File: src/rtl/parking_gate_ctrl.sv
// Entry-gate controller: PIN check with attempt lockout, tailgate blocking,
// occupancy tracking with capacity-gated admission, and an open-gate timeout.
module parking_gate_ctrl #(
    parameter int                  PW_WIDTH     = 8,
    parameter logic [PW_WIDTH-1:0] PASSWORD     = 87,
    parameter int                  MAX_ATTEMPTS = 3,
    parameter int                  CAPACITY     = 16,
    parameter int                  GATE_TIMEOUT = 64
) (
    input  logic                           clk,
    input  logic                           rst,
    input  logic                           sensor_arrive,
    input  logic                           sensor_enter,
    input  logic                           sensor_exit,
    input  logic                           try_psswrd,
    input  logic [PW_WIDTH-1:0]            psswrd_atmpt,
    output logic                           open_gate,
    output logic                           close_gate,
    output logic                           alarm_pin,
    output logic                           alarm_block,
    output logic                           full,
    output logic [$clog2(CAPACITY+1)-1:0]  occupancy
);

    localparam int OW = $clog2(CAPACITY + 1);
    localparam int AW = $clog2(MAX_ATTEMPTS + 1);
    localparam int TW = (GATE_TIMEOUT > 1) ? $clog2(GATE_TIMEOUT) : 1;

    localparam logic [OW-1:0] OCC_MAX  = OW'(CAPACITY);
    localparam logic [AW-1:0] ATT_MAX  = AW'(MAX_ATTEMPTS);
    localparam logic [TW-1:0] TIME_MAX = TW'(GATE_TIMEOUT - 1);

    typedef enum logic [1:0] {
        IDLE,
        PIN,
        OPEN,
        BLOCK
    } state_t;

    state_t        state, state_n;
    logic [AW-1:0] attempts, attempts_n;
    logic [TW-1:0] timer, timer_n;
    logic [OW-1:0] occupancy_n;
    logic          open_n, close_n, alarm_pin_n, alarm_block_n;
    logic          try_prev, exit_prev;
    logic          submit, exit_event, correct, collision, car_in;

    assign submit     = try_psswrd && !try_prev;
    assign exit_event = sensor_exit && !exit_prev;
    assign correct    = submit && (psswrd_atmpt == PASSWORD);
    assign collision  = sensor_arrive && sensor_enter;
    assign full       = (occupancy == OCC_MAX);

    always_ff @(posedge clk) begin
        if (rst) begin
            state       <= IDLE;
            attempts    <= '0;
            timer       <= '0;
            occupancy   <= '0;
            open_gate   <= 1'b0;
            close_gate  <= 1'b0;
            alarm_pin   <= 1'b0;
            alarm_block <= 1'b0;
            try_prev    <= 1'b0;
            exit_prev   <= 1'b0;
        end else begin
            state       <= state_n;
            attempts    <= attempts_n;
            timer       <= timer_n;
            occupancy   <= occupancy_n;
            open_gate   <= open_n;
            close_gate  <= close_n;
            alarm_pin   <= alarm_pin_n;
            alarm_block <= alarm_block_n;
            try_prev    <= try_psswrd;
            exit_prev   <= sensor_exit;
        end
    end

    // A collision outranks every other condition outside BLOCK.
    always_comb begin
        state_n       = state;
        attempts_n    = attempts;
        timer_n       = timer;
        open_n        = open_gate;
        close_n       = 1'b0;
        alarm_pin_n   = alarm_pin;
        alarm_block_n = alarm_block;
        car_in        = 1'b0;

        if (collision && state != BLOCK) begin
            state_n       = BLOCK;
            alarm_block_n = 1'b1;
            open_n        = 1'b0;
        end else begin
            unique case (state)
                IDLE: begin
                    if (sensor_arrive && !full) begin
                        state_n = PIN;
                    end
                end
                PIN: begin
                    if (correct) begin
                        state_n     = OPEN;
                        open_n      = 1'b1;
                        attempts_n  = '0;
                        alarm_pin_n = 1'b0;
                        timer_n     = '0;
                    end else if (submit) begin
                        attempts_n = (attempts == ATT_MAX) ? attempts : attempts + AW'(1);
                        if (attempts_n == ATT_MAX) begin
                            alarm_pin_n = 1'b1;
                        end
                    end else if (!sensor_arrive) begin
                        state_n     = IDLE;
                        attempts_n  = '0;
                        alarm_pin_n = 1'b0;
                    end
                end
                OPEN: begin
                    if (sensor_enter) begin
                        state_n = IDLE;
                        open_n  = 1'b0;
                        close_n = 1'b1;
                        car_in  = 1'b1;
                    end else if (timer == TIME_MAX) begin
                        state_n = IDLE;
                        open_n  = 1'b0;
                        close_n = 1'b1;
                    end else begin
                        timer_n = timer + TW'(1);
                    end
                end
                BLOCK: begin
                    open_n = 1'b0;
                    if (correct) begin
                        state_n       = IDLE;
                        alarm_block_n = 1'b0;
                    end
                end
                default: state_n = IDLE;
            endcase
        end
    end

    // Simultaneous entry and exit cancel out.
    always_comb begin
        occupancy_n = occupancy;
        if (car_in && exit_event) begin
            occupancy_n = occupancy;
        end else if (car_in && occupancy != OCC_MAX) begin
            occupancy_n = occupancy + OW'(1);
        end else if (exit_event && occupancy != '0) begin
            occupancy_n = occupancy - OW'(1);
        end
    end

endmodule

File: config.mk
export PLATFORM = sky130hd
export DESIGN_NAME = parking_gate_ctrl
export DESIGN_NICKNAME = d
export VERILOG_FILES = /design/src/rtl/parking_gate_ctrl.sv
export SDC_FILE = /design/constraint.sdc
export NUM_CORES = 1
export LEC_CHECK = 0
export CAP_MARGIN = 40
export CORE_AREA = 5 5 59 61
export DETAILED_ROUTE_END_ITERATION = 12
export DIE_AREA = 0 0 64 66
export PLACE_DENSITY_LB_ADDON = 0.08
export SLEW_MARGIN = 0
export SYNTH_ARGS = -nofsm -noshare
export SYNTH_HDL_FRONTEND = slang
export SYNTH_SLANG_ARGS = --single-unit
File: constraint.sdc
create_clock -name clk -period 2.15 [get_ports clk]
set_input_delay 0.43 -clock clk [delete_from_list [all_inputs] [get_ports clk]]
set_output_delay 0.43 -clock clk [all_outputs]
set_load 0.03 [all_outputs]
==> flow_summary.yaml, run 1 <==
placement:
  port-buffer-count: 23
  gp_congestion: 0.841
  dpl.hpwl_mm: 2.30
  dp_cells: 206
timing:
  max_slew_margin: 0.630
  setup_viol: 0
  fin_hold_ws_ps: 507
  fin_skew_ps: 1.58
  drv_slew: 0
  period_share: 0.954
  fmax_mhz: 487
  finalHoldViolations: 0
  worstMarginPinSlew_ps: 553
  fin_crit_ps: 2050
  rsz0062_at_grt: "yes"
flow_run:
  cap_violations: 0
clock_network:
  insertion_delay_ps: 310
  hold_buffers: 0
  clk_pin_slew_ps: 120
  clock_sinks: 21
  clockRootBuffer: "clkbuf_4"
  cts_buffers: 3
  ctsLongestPathBuffers: 2
  htreeDepth: 1
  cts_tree: "built"
grt:
  gr-total-overflow: 0
  grt_max_degree: 13
  grtUsageTotal: 0.149
  grt_first_pass_wirelength_mm: 5.03
  grt_pass1_vias: 1130
  antenna_found_initial: 0
drt:
  routed_wl_mm: 2.81
  drc: 0
  vias_per_cell: 5.21
  drt_iter0_drc: 55
  avgRoutedWirePerCell_um: 13.2
  ant_nets: 0
  drt_first_pass_iters: 4
  vias: 1110
setup_path:
  critPathMaxFanout: 6
  cp_data_required_time_ps: 2370
  criticalPathCategory: "input pin to flop"
  cp-start-kind: "input pin"
  arrival_ps: 2270
  cpPeakStageDelay_ps: 650
  critical_path.top_delay_family: "simple AND/OR/NAND/NOR gates"
  path_buf_inv: 1
  end_kind: "flop"
  cpMaxStageDelayCell: "or4_1"
  crit_chain: "clkdlybuf4s50_1 -> nand4bb_4 -> or4_1 -> a2111oi_4 -> xnor2_1 -> nor2_2"
die:
  dieArea_sq_mm: 0.00422
  fp.dieH_um: 66
  row_count: 20
  ioPinCount: 24
  start_util: 0.416
  chipWidth_um: 64
  core_sq_mm: 0.00293
cells_and_area:
  final_core_util: 0.594
  layout.cells.non_filler: 213
  finalNetCount: 200
  n_antenna_cell: 0
  drive_gt1_frac: 0.267
  syn2layout_area_growth_pct: 42.8
logic_synthesis:
  ys_warn_count: 0
  ys_seq_elements: 21
  synthMostInstantiatedCell: "dfxtp_1"
  ys_types: 40
  synth_flop_cell: "dfxtp_1"
  ys_top_cells_by_area: "dfxtp_1 35%, nor2_1 4.6%, nor2b_1 4.6%"
  yosysTopAreaCellShare: 0.345
  syn-cell-area_sq_mm: 0.00122
  syn_area_per_cell_sq_um: 9.15
  ys_top_cells_by_count: "21 x dfxtp_1, 15 x nor2_1, 10 x a21oi_1"
  synth-edff-count: 0
  async_flop_share: 0
  yosysSeqAreaShare: 0.345
  syn_inst: 133
  syn_nets: 152
  yosysTopAreaCell: "dfxtp_1"
pwr:
  p_leak_nw: 0.651
  power_density_mw_per_mm2: 953
  finalPower_mw: 1.66
  peakVddDrop_v: 0.000569
min_path:
  holdCritPathClass: "flop to flop"
run_status:
  status: "finished, final reports clean"
## worst min-delay path, stage by stage (launching register included)
cell and delay [ps]:
dfxtp_1 350, a21oi_1 40, nor2b_1 90
## final timing paths
kind,start,slack [ps],cells past startpoint,end
setup / recovery,psswrd_atmpt[4],100,6,timer[5]
hold / removal,alarm_pin,510,2,alarm_pin
setup reg to reg,state[0],100,8,occupancy[4]
hold reg to reg,alarm_pin,510,2,alarm_pin
## cells in the final DEF, fill, tap and decap left out, drive strengths merged, types with 2 or more instances in the layout
master          n
ha              4
buf            24
o21ai           4
inv             3
clkdlybuf4s50  20
mux2i           5
a21o            3
a31oi           2
nand3           3
nor3            5
o21bai          2
xnor2           6
xor2            3
nand4bb         2
dlygate4sd2     2
a21oi          10
nand2b          5
nand2           3
nor2b           9
clkbuf          4
dfxtp          21
nor4            4
a211oi          6
nor2           16
## power breakdown
group,switching [mW],internal (mW)
Clock,0.126,0.0695
Sequential,0.0668,0.456
Combinational,0.449,0.490
Total,0.641,1.02
## state kept, by name (all words and copies together) (netlist names)
register	flops
alarm_block	1
alarm_pin	1
attempts	2
close_gate	1
exit_prev	1
occupancy	5
open_gate	1
state	2
timer	6
try_prev	1
## what timing repair did
item,CTS,global route
resized for setup,4,5
pin swaps,2,1
setup endpoints to repair,2,4
setup buffers,1,2
## through the flow
step           TNS [ps]  worst slack [ps]  cell area [sq um]
6_report              0              97.8               1740
5_1_grt           -51.3             -51.3               1740
4_1_cts               0              19.5               1720
3_5_place_dp      -2150              -504               1680
3_3_place_gp      -1760              -435               1680
2_1_floorplan         0              21.7               1270
## routing by layer
layer,part of all wire,vias up,global-route usage
met4,0.016,0,0.0545
met1,0.42,516,0.167
met2,0.54,11,0.276
met3,0.015,6,0.0255
met5,0,-,0
li1,-,577,-
## cells by family (layout without fill, tap and decap cells)
kind of cell | Yosys count | in the layout | synth area share
simple gates | 51 | 51 | 0.258
compound gates | 35 | 35 | 0.211
flops | 21 | 21 | 0.345
xor+xnor | 9 | 9 | 0.0648
buf+inv | 7 | 54 | 0.0226
fa+ha+maj | 5 | 5 | 0.0576
mux | 5 | 5 | 0.0411
## area by class of cell
class / count / area (sq um)
Fill cell: 266 / 1190
Multi-Input combinational cell: 105 / 828
Sequential cell: 21 / 427
Timing Repair Buffer: 47 / 403
Tap cell: 33 / 41.3
Clock buffer: 3 / 22.5
Inverter: 3 / 11.3
Clock inverter: 1 / 5.00
Power figures use the tool's default switching activity.
==> run 2, diff against run 1 <==
- CORE_AREA: 5 5 59 61 -> 5 5 49 72
- DIE_AREA: 0 0 64 66 -> 0 0 54 77
==> flow_summary.yaml, run 2 (synthesized netlist as in run 1, its figures left out) <==
die:
  dieArea_sq_mm: 0.00416
  chipWidth_um: 54
  fp.dieH_um: 77
  start_util: 0.427
  ioPinCount: 24
  core_sq_mm: 0.00285
  row_count: 24
cells_and_area:
  largest_register_ffs: 6
  layout_common_cells: "25 x buf_4, 20 x clkdlybuf4s50_1, 17 x dfxtp_1"
  layout_commonest_cell: "buf_4"
  n_antenna_cell: 0
  reg_top3: "timer (6), occupancy (5)"
  finalNetCount: 201
  syn2layout_area_growth_pct: 45.8
  final_core_util: 0.622
  regMostFlops: "timer"
  drive_gt1_frac: 0.260
timing:
  fin_crit_ps: 2000
  drv_slew: 0
  finalHoldViolations: 0
  fmax_mhz: 499
  setup_ws_ps: 147
  fin_skew_ps: 2.43
  setup_viol: 0
  worstMarginPinSlew_ps: 482
  period_share: 0.931
  fin_hold_ws_ps: 511
  max_slew_margin: 0.675
  rsz0062_at_grt: "no"
clock_network:
  clock_sinks: 21
  clockRootBuffer: "clkbuf_8"
  ctsLongestPathBuffers: 2
  hold_buffers: 0
  insertion_delay_ps: 260
  clk_pin_slew_ps: 80
  cts_tree: "built"
  cts_buffers: 3
  htreeDepth: 1
drt:
  vias: 1151
  wl_met3_um: 105
  top_layer_used: "met4"
  drc: 0
  ant_nets: 0
  met1_length_mm: 1.18
  drt_first_pass_iters: 4
  wl_met2_mm: 1.54
  routed_wl_mm: 2.88
  avgRoutedWirePerCell_um: 13.1
  vias_per_cell: 5.23
  drt_iter0_drc: 12
grt:
  grtUsageTotal: 0.155
  grt_pass1_vias: 1162
  grt_first_pass_wirelength_mm: 4.93
  antenna_found_initial: 0
  gr-total-overflow: 0
  grt_max_degree: 13
setup_path:
  arrival_ps: 2210
  crit_chain: "dlygate4sd2_1 -> nand4bb_4 -> a21o_4 -> fa_2 -> a21o_1 -> a21oi_2 -> xor2_1 -> or3_1 -> a21oi_2"
  cpMaxStageDelayCell: "fa_2"
  path_buf_inv: 1
  cpPeakStageDelay_ps: 340
  end_kind: "flop"
  crit_top_cell: "a21oi_2"
  cp-start-kind: "input pin"
  criticalPathCategory: "input pin to flop"
  critPathMaxFanout: 4
  cp_data_required_time_ps: 2360
  critical_path.top_delay_family: "compound AO/OA/AOI/OAI gates"
flow_run:
  cap_violations: 0
pwr:
  p_leak_nw: 0.668
  peakVddDrop_v: 0.000715
  power_density_mw_per_mm2: 968
placement:
  port-buffer-count: 23
  dp_slack_ps: -477
  dpl.hpwl_mm: 2.30
  gp_congestion: 0.767
min_path:
  holdCritPathClass: "flop to flop"
run_status:
  status: "finished, final reports clean"
[run 2: cell types whose count changed in the layout (fill, tap and decap cells not counted)]
| cell | change |
|---|---|
| clkbuf_4 | -3 |
| clkbuf_8 | +3 |
| a21oi_1 | +1 |
| a21oi_2 | -1 |
| buf_4 | +1 |
| clkbuf_2 | -1 |
| clkdlybuf4s15_1 | +1 |
| dfxtp_1 | +1 |
| dfxtp_2 | -1 |
| or4_1 | -1 |
| or4_4 | +1 |
[run 2: layout make-up]
| class | instances | area, sq um |
|---|---|---|
| clock inverters | 1 | 5.00 |
| inverters | 3 | 11.3 |
| fillers | 264 | 1080 |
| clock buffers | 3 | 41.3 |
| well taps | 39 | 48.8 |
| multi-input cells | 105 | 828 |
| flip-flops and latches | 21 | 425 |
| repair buffers | 48 | 415 |
[run 2: where the power goes]
group          internal, mW  switching (mW)  total [mW]
clock network         0.129           0.138       0.268
registers             0.454          0.0815       0.535
logic                 0.483           0.433       0.916
[run 2: layer usage]
metal  vias up  GRT usage
li1        580          -
met1       549      0.176
met2        18      0.268
met3         4     0.0271
met4         0     0.0673
met5         -          0
[run 2: repair_timing]
action | in CTS | in global routing
gates cloned | 0 | 0
resized for setup | 4 | 3
hold endpoints to repair | 0 | 0
setup endpoints to repair | 2 | 4
setup buffers | 2 | 0
pin swaps | 5 | 2
[run 2: worst min-delay path, delay by kind of cell (launching register included)]
family / cells / cell delay (ps)
AOI/OAI and AO/OA: 1 / 50
DFF: 1 / 330
and+or+nand+nor: 1 / 100
[run 2: stage by stage]
stage	TNS [ps]	cell area, sq um	total power [mW]	instances
2_1_floorplan	0	1270	1.10	133
3_3_place_gp	-1720	1710	1.41	214
3_5_place_dp	-2100	1710	1.43	214
4_1_cts	0	1770	1.72	220
5_1_grt	0	1780	1.85	220
6_report	0	1780	1.72	220
[run 2: path summary, 6_finish.rpt]
path	start	to	slack (ps)	depth (start not counted)
worst min register to register	alarm_pin	alarm_pin	510	2
worst min-delay path	alarm_pin	alarm_pin	510	2
worst max register to register	state[0]	occupancy[4]	150	8
worst max-delay path	sensor_enter	occupancy[4]	150	9
